File: src/rtl/riscv_multicycle_ctrl.sv
// riscv_multicycle_ctrl
// Multi-cycle control FSM for the RV32I core. Fetches through an
// instruction-memory request/ready handshake, classifies ir[6:0], drives the
// SignExtender opcode, ALU/writeback/PC selects and data-memory requests, and
// retires one instruction at a time. Illegal opcodes and memory timeouts end
// in a sticky trap that only reset clears.
//
// Ports
//   clk, rst_n        core clock, asynchronous active-low reset
//   imem_req/ready    instruction fetch handshake (imem_rdata is latched into
//                     IR by the datapath when ir_write pulses)
//   ir                current IR contents
//   imm_opcode        opcode to SignExtender, ir[6:0] from DECODE onward
//   alu_src_a/b/op    ALU operand selects and function (valid in EXECUTE)
//                     alu_op = {funct7[5], funct3}: 0000 ADD, 1000 SUB,
//                     0001 SLL, 0010 SLT, 0011 SLTU, 0100 XOR, 0101 SRL,
//                     1101 SRA, 0110 OR, 0111 AND
//   branch_cond       comparator result for the current B-type
//   pc_write, pc_sel  PC update pulse and next-PC source
//   dmem_req/we/ready data memory handshake
//   reg_write, wb_sel register-file write pulse and writeback source
//   instret           retired-instruction count (wraps)
//   trap, trap_cause  sticky fault flag: 01 illegal, 10 imem, 11 dmem timeout

module riscv_multicycle_ctrl #(
   parameter int unsigned MEM_TIMEOUT = 16,
   parameter int unsigned CNT_W       = 32
) (
   input  logic             clk,
   input  logic             rst_n,
   output logic             imem_req,
   input  logic             imem_ready,
   input  logic [31:0]      imem_rdata,
   output logic             ir_write,
   input  logic [31:0]      ir,
   output logic [6:0]       imm_opcode,
   output logic [1:0]       alu_src_a,
   output logic             alu_src_b,
   output logic [3:0]       alu_op,
   input  logic             branch_cond,
   output logic             pc_write,
   output logic [1:0]       pc_sel,
   output logic             dmem_req,
   output logic             dmem_we,
   input  logic             dmem_ready,
   output logic             reg_write,
   output logic [1:0]       wb_sel,
   output logic [CNT_W-1:0] instret,
   output logic             trap,
   output logic [1:0]       trap_cause
);

   localparam int unsigned WAIT_W = $clog2(MEM_TIMEOUT + 1);
   localparam logic [WAIT_W-1:0] WAIT_LAST = WAIT_W'(MEM_TIMEOUT - 1);

   localparam logic [6:0] OP_R      = 7'b0110011;
   localparam logic [6:0] OP_I      = 7'b0010011;
   localparam logic [6:0] OP_LOAD   = 7'b0000011;
   localparam logic [6:0] OP_STORE  = 7'b0100011;
   localparam logic [6:0] OP_BRANCH = 7'b1100011;
   localparam logic [6:0] OP_JALR   = 7'b1100111;
   localparam logic [6:0] OP_JAL    = 7'b1101111;
   localparam logic [6:0] OP_LUI    = 7'b0110111;
   localparam logic [6:0] OP_AUIPC  = 7'b0010111;

   localparam logic [1:0] CAUSE_ILLEGAL = 2'b01;
   localparam logic [1:0] CAUSE_IMEM    = 2'b10;
   localparam logic [1:0] CAUSE_DMEM    = 2'b11;

   typedef enum logic [2:0] {
      S_FETCH,
      S_DECODE,
      S_EXECUTE,
      S_MEM,
      S_WRITEBACK,
      S_TRAP
   } state_t;

   state_t            state;
   state_t            state_nxt;
   logic              live;
   logic [WAIT_W-1:0] wait_cnt;
   logic              wait_hit;
   logic              waiting;
   logic              trap_set;
   logic [1:0]        cause_nxt;

   logic [6:0] opc;
   logic [2:0] funct3;
   logic       f7b5;
   logic       is_r, is_i, is_load, is_store, is_branch;
   logic       is_jalr, is_jal, is_lui, is_auipc, is_legal;
   logic [1:0] dec_src_a;
   logic       dec_src_b;
   logic [3:0] dec_alu_op;

   // Only opcode, funct3 and funct7[5] steer control; the word itself goes to the datapath.
   logic unused_bits;
   assign unused_bits = ^{imem_rdata, ir[31], ir[29:15], ir[11:7]};

   assign opc    = ir[6:0];
   assign funct3 = ir[14:12];
   assign f7b5   = ir[30];

   assign is_r      = (opc == OP_R);
   assign is_i      = (opc == OP_I);
   assign is_load   = (opc == OP_LOAD);
   assign is_store  = (opc == OP_STORE);
   assign is_branch = (opc == OP_BRANCH);
   assign is_jalr   = (opc == OP_JALR);
   assign is_jal    = (opc == OP_JAL);
   assign is_lui    = (opc == OP_LUI);
   assign is_auipc  = (opc == OP_AUIPC);
   assign is_legal  = is_r | is_i | is_load | is_store | is_branch |
                      is_jalr | is_jal | is_lui | is_auipc;

   assign wait_hit = (wait_cnt == WAIT_LAST);
   assign waiting  = (imem_req & ~imem_ready) | (dmem_req & ~dmem_ready);

   // ALU operand/function decode; funct7[5] only matters for R-type and I-type shifts right.
   always_comb begin
      dec_src_a  = 2'd0;
      dec_src_b  = 1'b1;
      dec_alu_op = 4'b0000;
      if (is_r) begin
         dec_src_b  = 1'b0;
         dec_alu_op = {f7b5, funct3};
      end else if (is_i) begin
         dec_alu_op = {(funct3 == 3'b101) & f7b5, funct3};
      end else if (is_branch) begin
         dec_src_b  = 1'b0;
         dec_alu_op = 4'b1000;
      end else if (is_jal || is_auipc) begin
         dec_src_a  = 2'd1;
      end else if (is_lui) begin
         dec_src_a  = 2'd2;
      end
   end

   // Next-state and strobe decode.
   always_comb begin
      state_nxt  = state;
      imem_req   = 1'b0;
      ir_write   = 1'b0;
      imm_opcode = 7'd0;
      alu_src_a  = 2'd0;
      alu_src_b  = 1'b0;
      alu_op     = 4'd0;
      pc_write   = 1'b0;
      pc_sel     = 2'd0;
      dmem_req   = 1'b0;
      dmem_we    = 1'b0;
      reg_write  = 1'b0;
      wb_sel     = 2'd0;
      trap_set   = 1'b0;
      cause_nxt  = 2'b00;
      case (state)
         S_FETCH: begin
            // Held quiet until the first clock edge after reset release.
            if (live) begin
               imem_req = 1'b1;
               if (imem_ready) begin
                  ir_write  = 1'b1;
                  state_nxt = S_DECODE;
               end else if (wait_hit) begin
                  trap_set  = 1'b1;
                  cause_nxt = CAUSE_IMEM;
                  state_nxt = S_TRAP;
               end
            end
         end
         S_DECODE: begin
            imm_opcode = opc;
            if (is_legal) begin
               state_nxt = S_EXECUTE;
            end else begin
               trap_set  = 1'b1;
               cause_nxt = CAUSE_ILLEGAL;
               state_nxt = S_TRAP;
            end
         end
         S_EXECUTE: begin
            imm_opcode = opc;
            alu_src_a  = dec_src_a;
            alu_src_b  = dec_src_b;
            alu_op     = dec_alu_op;
            if (is_branch) begin
               pc_write  = 1'b1;
               pc_sel    = branch_cond ? 2'd1 : 2'd0;
               state_nxt = S_FETCH;
            end else if (is_load || is_store) begin
               state_nxt = S_MEM;
            end else begin
               state_nxt = S_WRITEBACK;
            end
         end
         S_MEM: begin
            imm_opcode = opc;
            dmem_req   = 1'b1;
            dmem_we    = is_store;
            if (dmem_ready) begin
               if (is_store) begin
                  pc_write  = 1'b1;
                  state_nxt = S_FETCH;
               end else begin
                  state_nxt = S_WRITEBACK;
               end
            end else if (wait_hit) begin
               trap_set  = 1'b1;
               cause_nxt = CAUSE_DMEM;
               state_nxt = S_TRAP;
            end
         end
         S_WRITEBACK: begin
            imm_opcode = opc;
            reg_write  = 1'b1;
            pc_write   = 1'b1;
            state_nxt  = S_FETCH;
            if (is_load) begin
               wb_sel = 2'd1;
            end else if (is_jal || is_jalr) begin
               wb_sel = 2'd2;
            end else if (is_lui) begin
               wb_sel = 2'd3;
            end
            if (is_jal) begin
               pc_sel = 2'd1;
            end else if (is_jalr) begin
               pc_sel = 2'd2;
            end
         end
         S_TRAP: begin
            state_nxt = S_TRAP;
         end
         default: begin
            state_nxt = S_FETCH;
         end
      endcase
   end

   // State register plus the one-shot reset-exit flag.
   always_ff @(posedge clk or negedge rst_n) begin
      if (!rst_n) begin
         state <= S_FETCH;
         live  <= 1'b0;
      end else begin
         state <= state_nxt;
         live  <= 1'b1;
      end
   end

   // Memory wait counter: restarts on every state change, counts unanswered requests.
   always_ff @(posedge clk or negedge rst_n) begin
      if (!rst_n) begin
         wait_cnt <= '0;
      end else if (state_nxt != state) begin
         wait_cnt <= '0;
      end else if (waiting) begin
         wait_cnt <= wait_cnt + WAIT_W'(1);
      end
   end

   // Retired-instruction counter: every retirement pulses pc_write exactly once.
   always_ff @(posedge clk or negedge rst_n) begin
      if (!rst_n) begin
         instret <= '0;
      end else if (pc_write) begin
         instret <= instret + CNT_W'(1);
      end
   end

   // Sticky trap flag and cause.
   always_ff @(posedge clk or negedge rst_n) begin
      if (!rst_n) begin
         trap       <= 1'b0;
         trap_cause <= 2'b00;
      end else if (trap_set) begin
         trap       <= 1'b1;
         trap_cause <= cause_nxt;
      end
   end

endmodule

File: config.mk
export PLATFORM = sky130hd
export DESIGN_NAME = riscv_multicycle_ctrl
export DESIGN_NICKNAME = d
export VERILOG_FILES = /design/src/rtl/riscv_multicycle_ctrl.sv
export SDC_FILE = /design/constraint.sdc
export NUM_CORES = 1
export LEC_CHECK = 0
export CORE_MARGIN = 8
export CORE_UTILIZATION = 45
export DETAILED_ROUTE_END_ITERATION = 6
export PLACE_DENSITY = 0.87
export SYNTH_ARGS = -nofsm -noshare
export SYNTH_HDL_FRONTEND = slang
export SYNTH_SLANG_ARGS = --single-unit
File: constraint.sdc
create_clock -name clk -period 5.04 [get_ports clk]
set_clock_uncertainty 0.1 [all_clocks]
set_input_delay 1.008 -clock clk [delete_from_list [all_inputs] [get_ports clk]]
set_output_delay 1.008 -clock clk [all_outputs]
set_load 0.005 [all_outputs]
After elaboration in Yosys (flattened, before gate mapping)

Index checks and enable logic that the tools add are counted.

Register bits after elaboration: 44
Latch bits: 0
RAM bits: 0
Bits in read-only memories: 0
Input port bits: 69
Memories kept: 0

Add/subtract/negate cells: 2
Multiply operators: 0
Divide/modulo/power cells: 0
Magnitude comparators: 0
Eq/ne operators: 17
Shifts and indexed selects: 0
Mux-type cells: 60
Bitwise operators: 14
Reduce and logical (&&, ||, !) cells: 6

Operators by type and width:

| kind                    | number |
|---|---|
| $mux W2                 | 17 |
| $add A32 B1 Y32 const B | 1 |
| $mux W3                 | 8 |
| $mux W1                 | 23 |
| $eq A7 B6 Y1 const B    | 3 |
| $eq A7 B7 Y1 const B    | 3 |
| $mux W4                 | 4 |
| $pmux W3 S5             | 1 |
| $eq A7 B5 Y1 const B    | 2 |
| $mux W5                 | 2 |
| $eq A3 B3 Y1 const B    | 3 |
| $or A1 B1 Y1            | 9 |
| $eq A7 B2 Y1 const B    | 1 |
| $mux W7                 | 1 |
| $eq A3 B2 Y1 const B    | 2 |
| $pmux W1 S3             | 2 |
| $pmux W2 S3             | 1 |
| $add A5 B1 Y5 const B   | 1 |
| $eq A5 B4 Y1 const B    | 1 |
| $pmux W2 S2             | 1 |
| $reduce_or A4 Y1        | 1 |
| $and A1 B1 Y1           | 3 |
| $eq A3 B1 Y1 const B    | 1 |
| $logic_not A3 Y1        | 1 |
| other kinds (4)         | 7 |

Longest topological paths before layout

Gate-level depths: netlist (run 1).

Depth in word-level cells: 13
Mapped depth: 8
Gate-level depth less buffers: 8

Worst setup path after synthesis (run 1)

No wires, ideal clock.

Kind: input to output
From: input port ir[3]
To: output port pc_write
Arrival: 2.043 ns
Data required time: 3.932 ns
Setup slack: 1.889 ns
Stages on the path: 5
Path buffers: 2
Path through: nand4bb_4 > buf_2 > nor4_4 > or2_2 > buf_2

Cells in the longest elaborated chain, start to end: 4

Ends and longest elaborated chain:

| element         | line | RTL |
|---|---|---|
| start, declared | 35   | `input logic [31:0] ir,` |
| $eq A7 B6 Y1    | 108  | `assign is_store = (opc == OP_STORE);` |
| $mux W1         | 202  | `if (is_store) begin` |
| $mux W1         | 201  | `if (dmem_ready) begin` |
| $pmux W1 S3 (*) | 157  | `case (state)` |
| end, declared   | 41   | `output logic pc_write,` |

Mark *: on every way between the ends. The rest lies on a longest branch, timed or not.

Final worst setup path (run 1)

From: input port ir[5]
To: output port pc_write

Same word-level chain as after synthesis.

==> metrics, run 1 <==
outcome finished, final reports clean; core area 5850 µm²; first-pass GRT wire length 11.4 mm; number of hold buffers added after cts 0; Critical Path Start Type input port; ANT nets after route 0; RR Endpoint wait_cnt[4]; DRC 0; Vias/cell 5.40; slowest CP cell clkdlybuf4s50_1; die area slightly below 9000 µm²; DR iter-0 viols 155; initial antenna violation count 0; RSZ-0062 raised after global routing false; Synth async-reset ratio 1.00; grt total ovfl 0; count of final setup violators 0; via count 2279; gr usage total 0.158; static leakage 1.58 nW; Rel. slew slack 0.367; area grow syn2layout 32.5%; CTS Buf Count 5; FMAX 229 MHz; hold depth 1; CTS tree yes; Final Wtd Congestion between 0.8 and 0.9; critical path arrival between 3 and 4 ns; critical path peak fanout 13; clk buf depth 2; Hold/Removal Path Class reg2reg; cell area after synthesis approximately 2700 µm²; Ant. Diodes 0; post-cts resize count 0; crit end category output port; YS warnings 0; Hold Violations, Final 0; final-layout fill cell count 476; Die W 93.3 µm; hold wc startpoint instret[31]; # nets final approximately 420; crit-path max cell delay between 0.7 and 0.8 ns; pin count of the biggest net entering global routing 45; critical path class in2out; period utilization 0.865; Max-cap violations 0; EDFF count, synth 0; vias in the first global route 2275; postcts setup bufs 0; hold slack 0.374 ns; Reg2Reg Setup Slack 2.43 ns; Pre-Repair DR Iteration Count 4; Setup TNS 0 ns; power per cell area 310 nW/µm²; fin. max-slew vios 0; I/O Pins 128; Clock Pin Slew Worst Setup and Hold Paths 0.08 ns; Final Critical Period about 4.4 ns; Required @ worst endpoint 3.93 ns; CP Cell Sequence clkdlybuf4s50_1 > nand3b_1 > o31ai_4 > or2_2 > clkdlybuf4s50_1; drt total wl 6.72 mm; clock sink total 44; WHS Endpoint instret[31]; synthesized flop and latch total between 40 and 50; peak supply drop 0.300 mV; library cells used by synthesis 56; row count 28; routed len/inst 15.9 µm; count of input and output buffers 74; Worst-Margin Slew approximately 0.95 ns; clock insertion delay at the later pin of the skew report 0.29 ns; post-synthesis sequential area ratio 0.410; mean post-synth cell area 9.81 µm²; Most used DFF post-synth dfrtp_1; Initial Util 0.459; Worst Reg2Reg Path Length in Cells 8; H-tree levels 2; R2R Path Start wait_cnt[0]; layout cells sized above 1 0.0893; syn_nets 346; Die Y ~93 µm; cells after synthesis 274; post-DP HPWL between 5 and 6 mm; Crit path top cell by count clkdlybuf4s50_1; clk root buf clkbuf_8
## sequential cells by signal, indices dropped and copies added (netlist names)
name	flops
instret	32
live	1
state	3
trap	1
trap_cause	2
wait_cnt	5
## per-layer routing
layer / up-vias / routed length (µm) / part of all wire / GRT usage
li1: 1111 / - / - / -
met3: 8 / 259 / 0.039 / 0.0264
met5: - / 0 / 0 / 0
met1: 1103 / 2950 / 0.44 / 0.204
met4: 0 / 86 / 0.013 / 0.0483
met2: 57 / 3430 / 0.51 / 0.265
## layout by cell type (no fill, tap or decap), types with 4 or more instances in the layout
| cell | Yosys | final |
|---|---|---|
| nand2_1 | 24 | 24 |
| nor4_1 | 5 | 5 |
| clkdlybuf4s50_1 | 0 | 73 |
| xnor2_1 | 10 | 10 |
| or3_1 | 5 | 5 |
| and2_1 | 8 | 8 |
| nor4_4 | 4 | 4 |
| nand4_1 | 5 | 5 |
| and3_1 | 12 | 12 |
| nand3_1 | 9 | 9 |
| clkbuf_8 | 0 | 6 |
| xor2_1 | 25 | 25 |
| nor2_1 | 23 | 23 |
| a21oi_1 | 5 | 5 |
| inv_1 | 9 | 9 |
| dfrtp_1 | 44 | 44 |
| nor3_1 | 13 | 13 |
| o21ai_0 | 4 | 4 |
| nor2b_1 | 6 | 6 |
## synth_stat cells (all sizes together) (2+ instances only)
cell type / instances / area, µm²
clkbuf: 4 / 15.0
or2: 3 / 18.8
nand3: 10 / 55.1
o31ai: 3 / 36.3
xor2: 25 / 219
nand3b: 3 / 22.5
nand2b: 2 / 12.5
buf: 7 / 47.5
nor4b: 3 / 38.8
or3b: 2 / 17.5
nor3: 14 / 75.1
and4: 2 / 17.5
nor2: 23 / 86.3
or3: 5 / 31.3
a211oi: 3 / 22.5
nand2: 24 / 90.1
inv: 9 / 33.8
and3: 12 / 75.1
and3b: 2 / 17.5
nor2b: 6 / 37.5
dfrtp: 44 / 1100
ha: 3 / 37.5
xnor2: 10 / 87.6
nor4: 12 / 154
or4: 2 / 15.0
o21ai: 5 / 28.8
nand4: 5 / 31.3
and2: 8 / 50.1
a21oi: 5 / 25.0
## where the power goes
part | total (W) | internal [W] | leakage, nW | switching [W]
sequential | 0.000463 | 0.000391 | 0.567 | 0.0000726
combinational | 0.000417 | 0.000235 | 0.966 | 0.000182
clock | 0.000225 | 0.000109 | 0.0510 | 0.000116
total | 0.00111 | 0.000735 | 1.58 | 0.000370
## cell type report
class,instances,area [µm²],share of cell area
multi-input cells,210,1490,0.418
repair buffers,76,751,0.211
inverters,9,33.8,0.00948
clock inverters,2,10.0,0.00281
flip-flops and latches,44,1100,0.309
well taps,75,93.8,0.0263
clock buffers,6,82.6,0.0232
## cells by family after synthesis
kind of cell	Yosys count	share of synthesized area
AOI/OAI and AO/OA	28	0.0857
xor gates and xnor gates	35	0.114
adders and majority gates	3	0.0140
buffers and inverters	20	0.0358
DFF	44	0.410
muxes	2	0.00791
other	1	0.00140
and+or+nand+nor	141	0.331
## through the flow
stage | setup WS, ns | util | area [µm²] | total power [W] | std cells
after CTS | 0.672 | 0.609 | 3560 | 0.00111 | 422
after detailed placement | 0.676 | 0.593 | 3470 | 0.000889 | 414
after global routing | 0.535 | 0.609 | 3560 | 0.00118 | 422
after global placement | 0.693 | 0.593 | 3470 | 0.000877 | 414
after floorplan | 1.89 | - | 2690 | 0.000682 | 274
final | 0.679 | 0.609 | 3560 | 0.00111 | 422
## critical path: cells and delay by family
kind            cells  cell delay [ns]
compound gates      1             0.42
buf+inv             2             1.26
simple gates        2             0.55
## how the worst max path moves through the flow
| stage | from | to | slack, ns | depth (start not counted) |
|---|---|---|---|---|
| final | ir[5] | pc_write | 0.68 | 5 |
| after detailed placement | ir[5] | pc_write | 0.68 | 5 |
| after global routing | ir[5] | pc_write | 0.53 | 5 |
| after CTS | ir[5] | pc_write | 0.67 | 5 |
| after floorplan | ir[3] | pc_write | 1.89 | 5 |
| after global placement | ir[5] | pc_write | 0.69 | 5 |
(Power assumes the default switching activity.)
==> run 2, diff against run 1 <==
--- a/config.mk
+++ b/config.mk
@@ -9,6 +9,8 @@
 export CORE_UTILIZATION = 45
 export DETAILED_ROUTE_END_ITERATION = 6
 export PLACE_DENSITY = 0.87
+export SLEW_MARGIN = 30
 export SYNTH_ARGS = -nofsm -noshare
 export SYNTH_HDL_FRONTEND = slang
 export SYNTH_SLANG_ARGS = --single-unit
+export TNS_END_PERCENT = 10
==> run 2 against run 1 <==
Maximum frequency did not move. Via count is essentially flat. Worst setup slack stayed put.
==> metrics, run 2 (synthesis results as in run 1) <==
most common cell after layout, fill and taps aside clkdlybuf4s50_1; Vias/cell 5.40 (about the same); area grow syn2layout 32.6% (about the same); peak supply drop 0.300 mV (about the same); Initial Util 0.459 (unchanged); DRC 0 (unchanged); Required @ worst endpoint 3.93 ns (about the same); clock insertion delay at the later pin of the skew report 0.29 ns (about the same); clk buf depth 2 (unchanged); core area 5850 µm² (unchanged); routed len/inst 15.9 µm (about the same); post-DP HPWL 5.24 mm (unchanged); grt total ovfl 0 (unchanged); Setup TNS 0 ns (unchanged); postcts setup bufs 0 (unchanged); number of hold buffers added after cts 0 (unchanged); RSZ-0062 raised after global routing false; outcome finished, final reports clean; R2R Path Start wait_cnt[0]; hold slack 0.373 ns (-0.000656 ns); static leakage 1.58 nW (about the same); clock sink total 44 (unchanged); first-pass GRT wire length 11.4 mm (unchanged); Die W 93.3 µm (unchanged); biggest regs instret x32, wait_cnt x5, state x3; Worst-Margin Slew 0.718 ns (-0.232 ns); Hold/Removal Path Class reg2reg; clk root buf clkbuf_8; row count 28 (unchanged); Hold Violations, Final 0 (unchanged); gr usage total 0.158 (unchanged); Ant. Diodes 0 (unchanged); leading cell types in the layout, fill and taps excluded clkdlybuf4s50_1 (73), dfrtp_1 (44), xor2_1 (25); critical path class in2out; FMAX 229 MHz (unchanged); count of final setup violators 0 (unchanged); initial antenna violation count 0 (unchanged); crit end category output port; drt total wl 6.72 mm (about the same); CTS Buf Count 5 (unchanged); fin. max-slew vios 0 (unchanged); critical path arrival 3.25 ns (about the same); vias in the first global route 2275 (unchanged); # nets final 418 (unchanged); Design Power 0.00111 W (about the same); I/O Pins 128 (unchanged); DR iter-0 viols 155 (unchanged); critical path peak fanout 13 (unchanged); Critical Path Start Type input port; Final Wtd Congestion 0.821 (unchanged); CP Launch Point ir[5]; via count 2278 (-0.044%); die area 8700 µm² (unchanged); Die Y 93.3 µm (unchanged); hold depth 1 (unchanged); pin count of the biggest net entering global routing 45 (unchanged); count of input and output buffers 74 (unchanged); layout cells sized above 1 0.0893 (unchanged); max FFs per register 32 (unchanged); most flop-heavy register instret; Pre-Repair DR Iteration Count 4 (unchanged); H-tree levels 2 (unchanged); Clock Pin Slew Worst Setup and Hold Paths 0.08 ns (about the same); power per cell area 310 nW/µm² (about the same); period utilization 0.865 (unchanged); CTS tree yes; ANT nets after route 0 (unchanged); Max-cap violations 0 (unchanged); hold wc startpoint instret[31]; post-cts resize count 0 (unchanged); Rel. slew slack 0.521 (+0.155); Final Critical Period 4.36 ns (unchanged); Worst Reg2Reg Path Length in Cells 8 (unchanged)
[run 2: path summary, 6_finish.rpt]
path | to | slack, ns
setup / recovery | pc_write | 0.68
setup reg to reg | wait_cnt[4] | 2.43
hold reg to reg | instret[31] | 0.37
hold / removal | instret[31] | 0.37
min in group asynchronous | instret[14] | 0.60
max in group asynchronous | instret[5] | 3.87
[run 2: where the power goes]
part,switching [W],internal (W)
Sequential,0.0000726,0.000391
Combinational,0.000182,0.000235
Clock,0.000116,0.000109
[run 2: cell type report]
type	count	area (µm²)
Fill cell	477	2290
Multi-Input combinational cell	210	1490
Sequential cell	44	1100
Timing Repair Buffer	76	753
Tap cell	75	93.8
Clock buffer	6	82.6
Inverter	9	33.8
Clock inverter	2	10.0
[run 2: through the flow]
step,setup slack (ns),area (µm²),std cells,util
floorplan,1.89,2690,274,-
global placement,0.693,3470,414,0.593
detailed placement,0.676,3470,414,0.593
CTS,0.672,3560,422,0.609
global route,0.535,3560,422,0.609
finish,0.679,3560,422,0.609
[run 2: critical path, stage by stage]
cell and delay [ns]:
clkdlybuf4s50_1 0.74, nand3b_1 0.30, o31ai_4 0.42, or2_2 0.25, clkdlybuf4s50_1 0.52
[run 2: routing by layer]
layer  part of all wire  global-route usage  up-vias
met4              0.013              0.0483        0
li1                   -                   -     1111
met2               0.51               0.265       57
met5                  0                   0        -
met3              0.039              0.0264        8
met1               0.44               0.204     1102
==> run 3, diff against run 2 <==
--- a/config.mk
+++ b/config.mk
@@ -6,9 +6,9 @@
 export NUM_CORES = 1
 export LEC_CHECK = 0
 export CORE_MARGIN = 8
-export CORE_UTILIZATION = 45
+export CORE_UTILIZATION = 41
 export DETAILED_ROUTE_END_ITERATION = 6
-export PLACE_DENSITY = 0.87
+export PLACE_DENSITY = 0.8
 export SLEW_MARGIN = 30
 export SYNTH_ARGS = -nofsm -noshare
 export SYNTH_HDL_FRONTEND = slang
==> constraint.sdc (replaced) <==
create_clock -name clk -period 4.6 [get_ports clk]
set_clock_uncertainty 0.1 [all_clocks]
set_input_delay 0.92 -clock clk [delete_from_list [all_inputs] [get_ports clk]]
set_output_delay 0.92 -clock clk [all_outputs]
set_load 0.005 [all_outputs]
==> run 3 against run 2 <==
Register-to-register slack lost 0.43 ns. Hold slack lost 0.0095 ns. Critical path type unchanged. Global-route usage shrank 1.6 points. Total power grew 14%. Sequential cell count is the same. Wire length shrank 0.57%. First-iteration DRC count shrank 32%. Clock power grew 31%. Core utilization shrank 4.1 points. Largest cell class unchanged. Sequential share of layout area shrank 0.40 points. Combinational power grew 9.4%. Count of clock-buffer cells in the layout shrank 1.
==> metrics, run 3 (synthesis results as in run 1) <==
crit end category output port; Initial Util 0.423 (-0.0361); Clock Pin Slew Worst Setup and Hold Paths 0.08 ns (about the same); Die Y 97.0 µm (+4.0%); hold depth 1 (unchanged); post-DP HPWL 5.11 mm (-2.4%); GR peak layer met2; count of input and output buffers 74 (unchanged); CTS tree yes; R2R Path Start wait_cnt[0]; power per cell area 349 nW/µm² (+13%); Hold/Removal Path Class reg2reg; Max-cap violations 0 (unchanged); clock insertion delay at the later pin of the skew report 0.30 ns (about the same); clk buf depth 2 (unchanged); row count 29 (+3.6%); met1 Track Usage GR 0.176 (-0.0277); H-tree levels 2 (unchanged); routed len/inst 15.7 µm (-1.5%); Reg2Reg Setup Slack 2.00 ns (-0.43 ns); Critical Path Start Type input port; grt total ovfl 0 (unchanged); biggest regs instret x32, wait_cnt x5, state x3; # nets final 420 (+0.48%); DRC 0 (unchanged); critical path arrival 3.11 ns (-0.14 ns); pin count of the biggest net entering global routing 29 (-36%); gr usage total 0.142 (-0.0165); FMAX 242 MHz; post-cts resize count 0 (unchanged); initial antenna violation count 0 (unchanged); peak supply drop 0.303 mV (+1.1%); I/O Pins 128 (unchanged); vias in the first global route 2237 (-1.7%); number of hold buffers added after cts 0 (unchanged); critical path class in2out; setup ws final 0.468 ns (-0.211 ns); fin. max-slew vios 0 (unchanged); RR Endpoint wait_cnt[4]; final core occ 0.569 (-0.0406); count of final setup violators 0 (unchanged); routing usage on met2 0.240 (-0.0249); Required @ worst endpoint 3.58 ns (-0.35 ns); clock sink total 44 (unchanged); setup slack after placement 0.452 ns (-0.224 ns); most common cell after layout, fill and taps aside clkdlybuf4s50_1; outcome finished, final reports clean; clk root buf clkbuf_8; via count 2274 (-0.18%); Final Wtd Congestion 0.830 (+1.1%); CTS Buf Count 5 (unchanged); Worst Reg2Reg Path Length in Cells 8 (unchanged); WHS Endpoint instret[31]; most flop-heavy register instret; DR iter-0 viols 105 (-32%); hold wc startpoint instret[31]; die area 9400 µm² (+8.1%); leading cell types in the layout, fill and taps excluded clkdlybuf4s50_1 (73), dfrtp_1 (44), xor2_1 (25); Worst-Margin Slew 0.700 ns (-0.0173 ns); Setup TNS 0 ns (unchanged); Die W 97.0 µm (+4.0%); Hold Violations, Final 0 (unchanged); static leakage 1.60 nW (+1.0%); period utilization 0.898; core area 6350 µm² (+8.5%); RSZ-0062 raised after global routing false; Final Critical Period 4.13 ns; met3 GRT Util 0.0320 (+0.00556); Ant. Diodes 0 (unchanged); postcts setup bufs 0 (unchanged); Pre-Repair DR Iteration Count 4 (unchanged); critical path peak fanout 12 (-1); hold slack 0.364 ns (-0.00949 ns); Rel. slew slack 0.533 (+0.0115); max FFs per register 32 (unchanged); first-pass GRT wire length 11.5 mm (+0.84%); Vias/cell 5.34 (-1.1%); drt total wl 6.69 mm (-0.57%); ANT nets after route 0 (unchanged); CP Launch Point ir[3]; area grow syn2layout 34.4%; layout cells sized above 1 0.0946 (+0.00522)
==> run 3: cell types whose count changed in the layout (fill, tap and decap cells not counted) <==
cell        before  now
clkinvlp_4       0    1
clkbuf_8         6    5
buf_2            0    1
clkinv_2         2    1
buf_12           0    1
bufinv_16        0    1
==> run 3: report_power, final <==
part / switching [W] / leakage [nW] / internal (W)
Clock: 0.000134 / 0.0541 / 0.000161
Combinational: 0.000197 / 0.980 / 0.000260
Sequential: 0.0000811 / 0.567 / 0.000428
==> run 3: layout make-up <==
type / count / area [µm²]
clock buffer: 5 / 68.8
clock inverter: 3 / 42.5
fill: 560 / 2740
inverter: 9 / 33.8
multi-input combinational: 210 / 1490
sequential: 44 / 1100
tap: 77 / 96.3
timing repair buffer: 78 / 778
==> run 3: worst max-delay path, cell delays in order <==
cell	delay, ns
clkdlybuf4s50_1	0.52
nand4bb_4	0.42
or2_2	0.40
nor2_1	0.18
and3_1	0.18
clkdlybuf4s50_1	0.50
==> run 3: worst max-delay path by stage <==
stage,to,slack [ns],cells past startpoint
4_1_cts,alu_op[1],0.45,6
5_1_grt,alu_op[0],0.30,6
6_report,alu_op[1],0.47,6
2_1_floorplan,pc_write,1.62,5
3_3_place_gp,alu_op[2],0.47,6
3_5_place_dp,alu_op[1],0.45,6
==> run 3: routing by layer <==
metal	vias up	part of all wire
met5	-	0
met4	0	0.014
met3	7	0.034
met2	34	0.50
met1	1124	0.45
li1	1109	-
==> run 3: metrics by stage <==
step / cell area, µm² / cells / total power [W]
after floorplan: 2690 / 274 / 0.000747
after global placement: 3480 / 417 / 0.000963
after detailed placement: 3500 / 418 / 0.000972
after CTS: 3610 / 426 / 0.00127
after global routing: 3610 / 426 / 0.00134
final: 3610 / 426 / 0.00126
